### src/rtl/logic_unit_pipe.sv
// Two-stage pipelined WIDTH-bit bitwise logic unit with valid/ready on both sides.
// Optional LOGIC_STATS_EN adds a 16-bit wrapping count of accepted results on op_count.
module logic_unit_pipe #(
    parameter int unsigned WIDTH = 8
) (
    input  logic             clk,
    input  logic             rst_n,
    input  logic             in_valid,
    output logic             in_ready,
    input  logic [2:0]       in_op,
    input  logic [WIDTH-1:0] in_a,
    input  logic [WIDTH-1:0] in_b,
    output logic             out_valid,
    input  logic             out_ready,
    output logic [WIDTH-1:0] out_y,
    output logic             out_zero,
    output logic [2:0]       out_op
`ifdef LOGIC_STATS_EN
    ,
    output logic [15:0]      op_count
`endif
);

    typedef enum logic [2:0] {
        OpAnd  = 3'b000,
        OpOr   = 3'b001,
        OpNand = 3'b010,
        OpNor  = 3'b011,
        OpXor  = 3'b100,
        OpXnor = 3'b101,
        OpNot  = 3'b110,
        OpBuf  = 3'b111
    } op_e;

    logic             s1_valid_q, s1_valid_d;
    logic [2:0]       s1_op_q, s1_op_d;
    logic [WIDTH-1:0] s1_a_q, s1_a_d;
    logic [WIDTH-1:0] s1_b_q, s1_b_d;

    logic             s2_valid_q, s2_valid_d;
    logic [WIDTH-1:0] s2_y_q, s2_y_d;
    logic             s2_zero_q, s2_zero_d;
    logic [2:0]       s2_op_q, s2_op_d;

    logic             s1_adv;
    logic             s2_adv;
    logic [WIDTH-1:0] s1_y;

    // in_ready is combinational from out_ready so a full pipe still streams without a bubble.
    assign s2_adv   = !s2_valid_q || out_ready;
    assign s1_adv   = !s1_valid_q || s2_adv;
    assign in_ready = s1_adv;

    always_comb begin
        s1_y = '0;
        unique case (op_e'(s1_op_q))
            OpAnd:   s1_y = s1_a_q & s1_b_q;
            OpOr:    s1_y = s1_a_q | s1_b_q;
            OpNand:  s1_y = ~(s1_a_q & s1_b_q);
            OpNor:   s1_y = ~(s1_a_q | s1_b_q);
            OpXor:   s1_y = s1_a_q ^ s1_b_q;
            OpXnor:  s1_y = ~(s1_a_q ^ s1_b_q);
            OpNot:   s1_y = ~s1_a_q;
            OpBuf:   s1_y = s1_a_q;
            default: s1_y = '0;
        endcase
    end

    always_comb begin
        s1_valid_d = s1_valid_q;
        s1_op_d    = s1_op_q;
        s1_a_d     = s1_a_q;
        s1_b_d     = s1_b_q;
        s2_valid_d = s2_valid_q;
        s2_y_d     = s2_y_q;
        s2_zero_d  = s2_zero_q;
        s2_op_d    = s2_op_q;
        if (s1_adv) begin
            s1_valid_d = in_valid;
            s1_op_d    = in_op;
            s1_a_d     = in_a;
            s1_b_d     = in_b;
        end
        if (s2_adv) begin
            s2_valid_d = s1_valid_q;
            s2_y_d     = s1_y;
            s2_zero_d  = ~|s1_y;
            s2_op_d    = s1_op_q;
        end
    end

    always_ff @(posedge clk) begin
        if (!rst_n) begin
            s1_valid_q <= 1'b0;
            s1_op_q    <= 3'b000;
            s1_a_q     <= '0;
            s1_b_q     <= '0;
            s2_valid_q <= 1'b0;
            s2_y_q     <= '0;
            s2_zero_q  <= 1'b1;
            s2_op_q    <= 3'b000;
        end else begin
            s1_valid_q <= s1_valid_d;
            s1_op_q    <= s1_op_d;
            s1_a_q     <= s1_a_d;
            s1_b_q     <= s1_b_d;
            s2_valid_q <= s2_valid_d;
            s2_y_q     <= s2_y_d;
            s2_zero_q  <= s2_zero_d;
            s2_op_q    <= s2_op_d;
        end
    end

    assign out_valid = s2_valid_q;
    assign out_y     = s2_y_q;
    assign out_zero  = s2_zero_q;
    assign out_op    = s2_op_q;

`ifdef LOGIC_STATS_EN
    logic [15:0] op_count_q;

    always_ff @(posedge clk) begin
        if (!rst_n) begin
            op_count_q <= 16'h0000;
        end else if (out_valid && out_ready) begin
            op_count_q <= op_count_q + 16'd1;
        end
    end

    assign op_count = op_count_q;
`endif

endmodule

### config.mk
export PLATFORM = sky130hd
export DESIGN_NAME = logic_unit_pipe
export DESIGN_NICKNAME = d
export VERILOG_FILES = /design/src/rtl/logic_unit_pipe.sv
export SDC_FILE = /design/constraint.sdc
export NUM_CORES = 1
export LEC_CHECK = 0
export BUFFER_PORTS_ARGS = -buffer_cell sky130_fd_sc_hd__buf_4
export CAP_MARGIN = 20
export CORE_ASPECT_RATIO = 0.5
export CORE_MARGIN = 5
export CORE_UTILIZATION = 40
export CTS_BUF_LIST = sky130_fd_sc_hd__clkbuf_8
export DETAILED_ROUTE_END_ITERATION = 10
export SLEW_MARGIN = 5
export SYNTH_ARGS = -nofsm -noshare
export SYNTH_HDL_FRONTEND = slang
export SYNTH_SLANG_ARGS = --single-unit
### constraint.sdc
create_clock -name clk -period 2.2 [get_ports clk]
set_clock_uncertainty 0.1 [all_clocks]
set_input_delay 0.11 -clock clk [delete_from_list [all_inputs] [get_ports clk]]
set_output_delay 0.11 -clock clk [all_outputs]
set_load 0.01 [all_outputs]
Word level (Yosys, flattened, before mapping)
Cells that the tools add are included.
{"block": "classes", "n_addsub": 0, "multipliers": 0, "div_mod_pow": 0, "magnitude_cmp": 0, "eq_ne": 7, "n_shift": 0, "n_mux": 1, "n_bitwise": 7, "reduce_logical": 7}
{"operator": "case mux 8 bit (8 select lines)", "n": 1}
{"operator": "inverter 8 bit", "n": 4}
{"operator": "== test 3 bit, second input constant", "n": 4}
{"operator": "bitwise AND 8 bit", "n": 1}
{"operator": "bitwise OR 8 bit", "n": 1}
{"operator": "OR reduction 8 bit", "n": 1}
{"operator": "XOR 8 bit", "n": 1}
{"operator": "== test 3 x 2 -> 1 bit, second input constant", "n": 2}
{"operator": "== test 3 x 1 -> 1 bit, second input constant", "n": 1}
{"operator": "logical NOT 1 bit", "n": 3}
{"operator": "logical NOT 3 bit", "n": 1}
{"operator": "logical OR 1 bit", "n": 2}
{"block": "word_totals", "regBits": 33, "latch_bits": 0, "ramBits": 0, "mem_bits_ro": 0, "input_bits": 23, "elab_cells": 30, "n_memories": 0}

Longest topological paths before layout
{"block": "logic_depth", "ltp_word": 5, "depth_mapped": 7}

Least setup slack after synthesis
Ideal clock, no wire load.
{"block": "synth_timing", "path_kind": "register -> register", "from": "register s1_a_q[6]", "to": "register s2_y_q[6] (netlist: out_y[6])", "t_arrival_ns": 1.513, "required_ns": 2.030, "setup_slack_ns": 0.516, "stages_incl_launch_ff": 8, "path_buffers": 0, "period_less_slack_ns": 1.684, "cell_sequence": "dfxtp_1 > inv_1 > ha_1 > nor2b_1 > o31ai_2 > a211oi_1 > or3_1 > a21oi_1"}
{"block": "synth_between", "elab_chain_cells": 3}
{"item": "start: declaration", "line_no": "37", "rtl": "logic [WIDTH-1:0] s1_a_q, s1_a_d;"}
{"item": "start signal: assignment", "line_no": "96", "rtl": "s1_a_q <= '0;"}
{"item": "start signal: assignment", "line_no": "105", "rtl": "s1_a_q <= s1_a_d;"}
{"item": "XOR 8 bit (tied with other cells)", "line_no": "61, 62"}
{"item": "inverter 8 bit (on tied branches)", "line_no": "62, 59, 60"}
{"item": "case mux 8 bit (8 select lines) (*)", "line_no": "56", "rtl": "unique case (op_e'(s1_op_q))"}
{"item": "end signal: assignment", "line_no": "108", "rtl": "s2_y_q <= s2_y_d;"}
{"item": "end: declaration", "line_no": "41", "rtl": "logic [WIDTH-1:0] s2_y_q, s2_y_d;"}
Every way passes the cells marked *; elsewhere a longest branch is shown, timed or not.
A chain may end at the register's enable or synchronous reset.

Worst setup path in the final report
{"block": "layout_timing", "from": "register s1_op_q[2]", "to": "register s2_zero_q (netlist: out_zero)"}
{"block": "layout_between", "elab_chain_cells": 4}
{"item": "start: declaration", "line_no": "36", "rtl": "logic [2:0] s1_op_q, s1_op_d;"}
{"item": "start signal: assignment", "line_no": "104", "rtl": "s1_op_q <= s1_op_d;"}
{"item": "== test 3 bit (tied with other cells)", "line_no": "56"}
{"item": "case mux 8 bit (8 select lines) (*)", "line_no": "56"}
{"item": "OR reduction 8 bit (*)", "line_no": "87", "rtl": "s2_zero_d = ~|s1_y;"}
{"item": "logical NOT 1 bit (*)", "line_no": "87"}
{"item": "end signal: assignment", "line_no": "109", "rtl": "s2_zero_q <= s2_zero_d;"}
{"item": "end: declaration", "line_no": "42", "rtl": "logic s2_zero_q, s2_zero_d;"}
Marks and branches as above.

==> impl_results.md <==
- CP startpoint: s1_op_q[2]$_SDFFE_PN0P_
- Cell row count: 18
- DIE AREA: 6739 sq um
- DRC: 0
- Post-layout instance area: 2650 sq um
- Root Buffer: clkbuf_8
- Gpl congestion: 0.7885
- Worst flop-to-flop path startpoint: s1_op_q[2]$_SDFFE_PN0P_
- Non-Filler Instances: 377
- Leak: 1.189 nW
- Setup TNS Final: 0 ps
- Critical path class: reg2reg
- Sw frac: 27.33%
- Die Ht: 60.60 um
- Syn_area_per_cell: 8.032 sq um
- Placed instance count: 349
- Clock Power Share: 33.6%
- Largest net degree at the start of global routing: 40
- Logic pwr share: 21.3%
- Crit share post-route: 89.01%
- Top_reg_cell synth: dfxtp_1
- Avg WL per Cell: 12.14 um
- Psw: 0.0004121 W
- Clk slew on worst S/H paths: 60 ps
- Distinct cells, synth: 42
- Count leader, synth: nand2_1
- Crit start category: register
- Final setup fails: 0
- Hold Fails Final Rpt: 0
- FILL cells: 482
- Status: complete, no violations
- Skew-Pair Late Insertion Delay: 290 ps
- Placed cell areas: 2349 sq um
- Share of cells above drive strength 1: 19.22%
- Fmax: 510.6 MHz
- FF+latch count, synth: 33
- Syn Inst Count: 255
- Final wirelength: 4576 um
- Die X: 111.2 um
- Antenna Cells: 0
- Maximum VDD drop: 0.0002511 V
- Mapped Area: 2048 sq um
- Via count: 1791
- CP max FO: 19
- First-pass GRT wire length: 8121 um
- Asr flop ratio synth: 0%
- Worst slew margin: 51.78%
- HP Class: in2reg
- Tot GR Track Use: 14.90%
- Vias per inst: 4.751
- Max-Cap Viols: 0
- Net Count, Synth: 294
- Critical Path RT: 2300 ps
- Grt ovf: 0
- Sink Count: 33
- Vias in the first global route: 1701
- Number of synthesized flops with an enable pin: 0
- Top-level I/O count: 37
- Cell taking the most area after synthesis: dfxtp_1
- Number of port buffers: 36
- Synth-to-layout area growth: 29.38%
- Yosys top cell area share: 32.25%
- Final Max Slew Viols: 0
- Area of the multi-input gates: 1201 sq um
- YS warnings: 0
- Commonest cells post-synth: nand2_1, dfxtp_1, a21oi_1, inv_1, ha_1
- Power density cells: 569.0 nW/um^2
- Hold Startpoint: in_op[2]
- Initial DRT Pass Iterations: 4
- Num CTS Buffers: 5
- Unrepaired setup endpoints after global routing: no
- Initial antenna violation count: 0
- Starting density of the core: 41.53%
- Worst Max-Slew Pin Slew: 722.3 ps
- Pint: 0.001096 W
- FF/Latch Area: 660.6 sq um
- H-tree lvl count: 2
- WP data arrival: 2060 ps
- Final worst path period need: 1958 ps
- Detailed Route Iter0 Violations: 123
- Post-DP HPWL: 3338 um
- Synth area leaders: dfxtp_1, ha_1, nand2_1, a21oi_1, inv_1
- CTS tree: yes
- Max clock buf depth: 2
- Nets: 345
- Final ANT Viol Nets: 0
- Register area share after synthesis: 32.25%
- CP endpoint kind: register
- Sequential Power Share: 45.1%
- CORE AREA: 4932 sq um
-- sequential cells by signal (all words and copies together) (netlist names) --
register and cells:
s1_b_q 8, out_zero 1, out_op 3, s1_a_q 8, s1_op_q 3, s1_valid_q 1
out_y 8, out_valid 1
-- metrics by stage --
stage	setup WS [ps]	total power [W]	util (%)	hold WS (ps)
floorplan	516.2	0.0008845	-	130.7
finish	241.7	0.001508	53.73	5.249
global route	35.14	0.001591	53.73	15.87
global placement	302.5	0.0009798	47.62	231.5
CTS	251.9	0.001523	53.73	4.686
detailed placement	258.9	0.0009882	47.62	235.0
-- final cells by class --
class / count / area share [%]
Multi-Input combinational cell: 185 / 45.33
Tap cell: 70 / 3.305
Sequential cell: 33 / 24.93
Inverter: 19 / 2.691
Clock inverter: 1 / 0.1889
Clock buffer: 7 / 3.636
Timing Repair Buffer: 62 / 19.92
-- timing repair --
item | in CTS | in global routing
endpoints found under the setup margin | 0 | 0
gates resized for setup | 0 | 0
buffers inserted | 0 | 0
hold endpoints to repair | 20 | 0
hold buffers | 20 | 0
-- worst max-delay path, cell delays in order, from the launching register on --
cell	delay (ps)
dfxtp_1	790
nor2b_1	360
nand2_1	90
mux2i_1	200
o211ai_1	120
o31ai_2	210
-- final timing paths --
check	endpoint	slack (ps)	cells past startpoint
max reg2reg	out_zero$_SDFFE_PN1P_	240	5
min	s1_op_q[2]$_SDFFE_PN0P_	5	3
max	out_zero$_SDFFE_PN1P_	240	5
min reg2reg	out_op[1]$_SDFFE_PN0P_	350	2
-- layer usage --
metal  vias up  routed length [um]  global-route usage, %
li1        954                   -                      -
met1       788                2548                  21.07
met2        41                1745                  22.62
met3         8                 227                  3.785
met4         0                  55                  4.679
met5         -                   0                      0
-- logic make-up (layout without fill, tap and decap cells) --
family          count (synthesis)  after routing  synth area share (%)
buf+inv                        37             89                 9.102
flops                          33             33                 32.25
fa+ha+maj                      16             16                 9.774
compound gates                 49             49                 15.15
mux                             4              4                 2.016
xor+xnor                       11             11                 4.704
simple gates                  105            105                 27.00
-- power by group through the flow --
| stage | Combinational (W) | Clock [W] | Sequential, W |
|---|---|---|---|
| floorplan | 0.000199 | 0 | 0.000686 |
| global placement | 0.000289 | 0 | 0.000691 |
| detailed placement | 0.000295 | 0 | 0.000694 |
| CTS | 0.000323 | 0.000520 | 0.000680 |
| global route | 0.000359 | 0.000545 | 0.000687 |
| finish | 0.000321 | 0.000507 | 0.000680 |
-- layout by cell type, fill, tap and decap left out, drive strengths merged, types with 2 or more instances in the layout --
master and count:
nor2 11, nand3 4, nand2b 9, ha 16, nand2 48, clkbuf 7
nor3 4, a211oi 6, nand4 3, inv 19, xnor2 5, a22oi 5
nand4bb 3, o21bai 2, buf 42, nor2b 11, nand3b 3, mux2i 3
o21ai 3, o31ai 2, xor2 6, dfxtp 33, and2 2, o311ai 2
dlygate4sd3 20, a21oi 27
No activity file was read; power rests on OpenSTA's default activity.
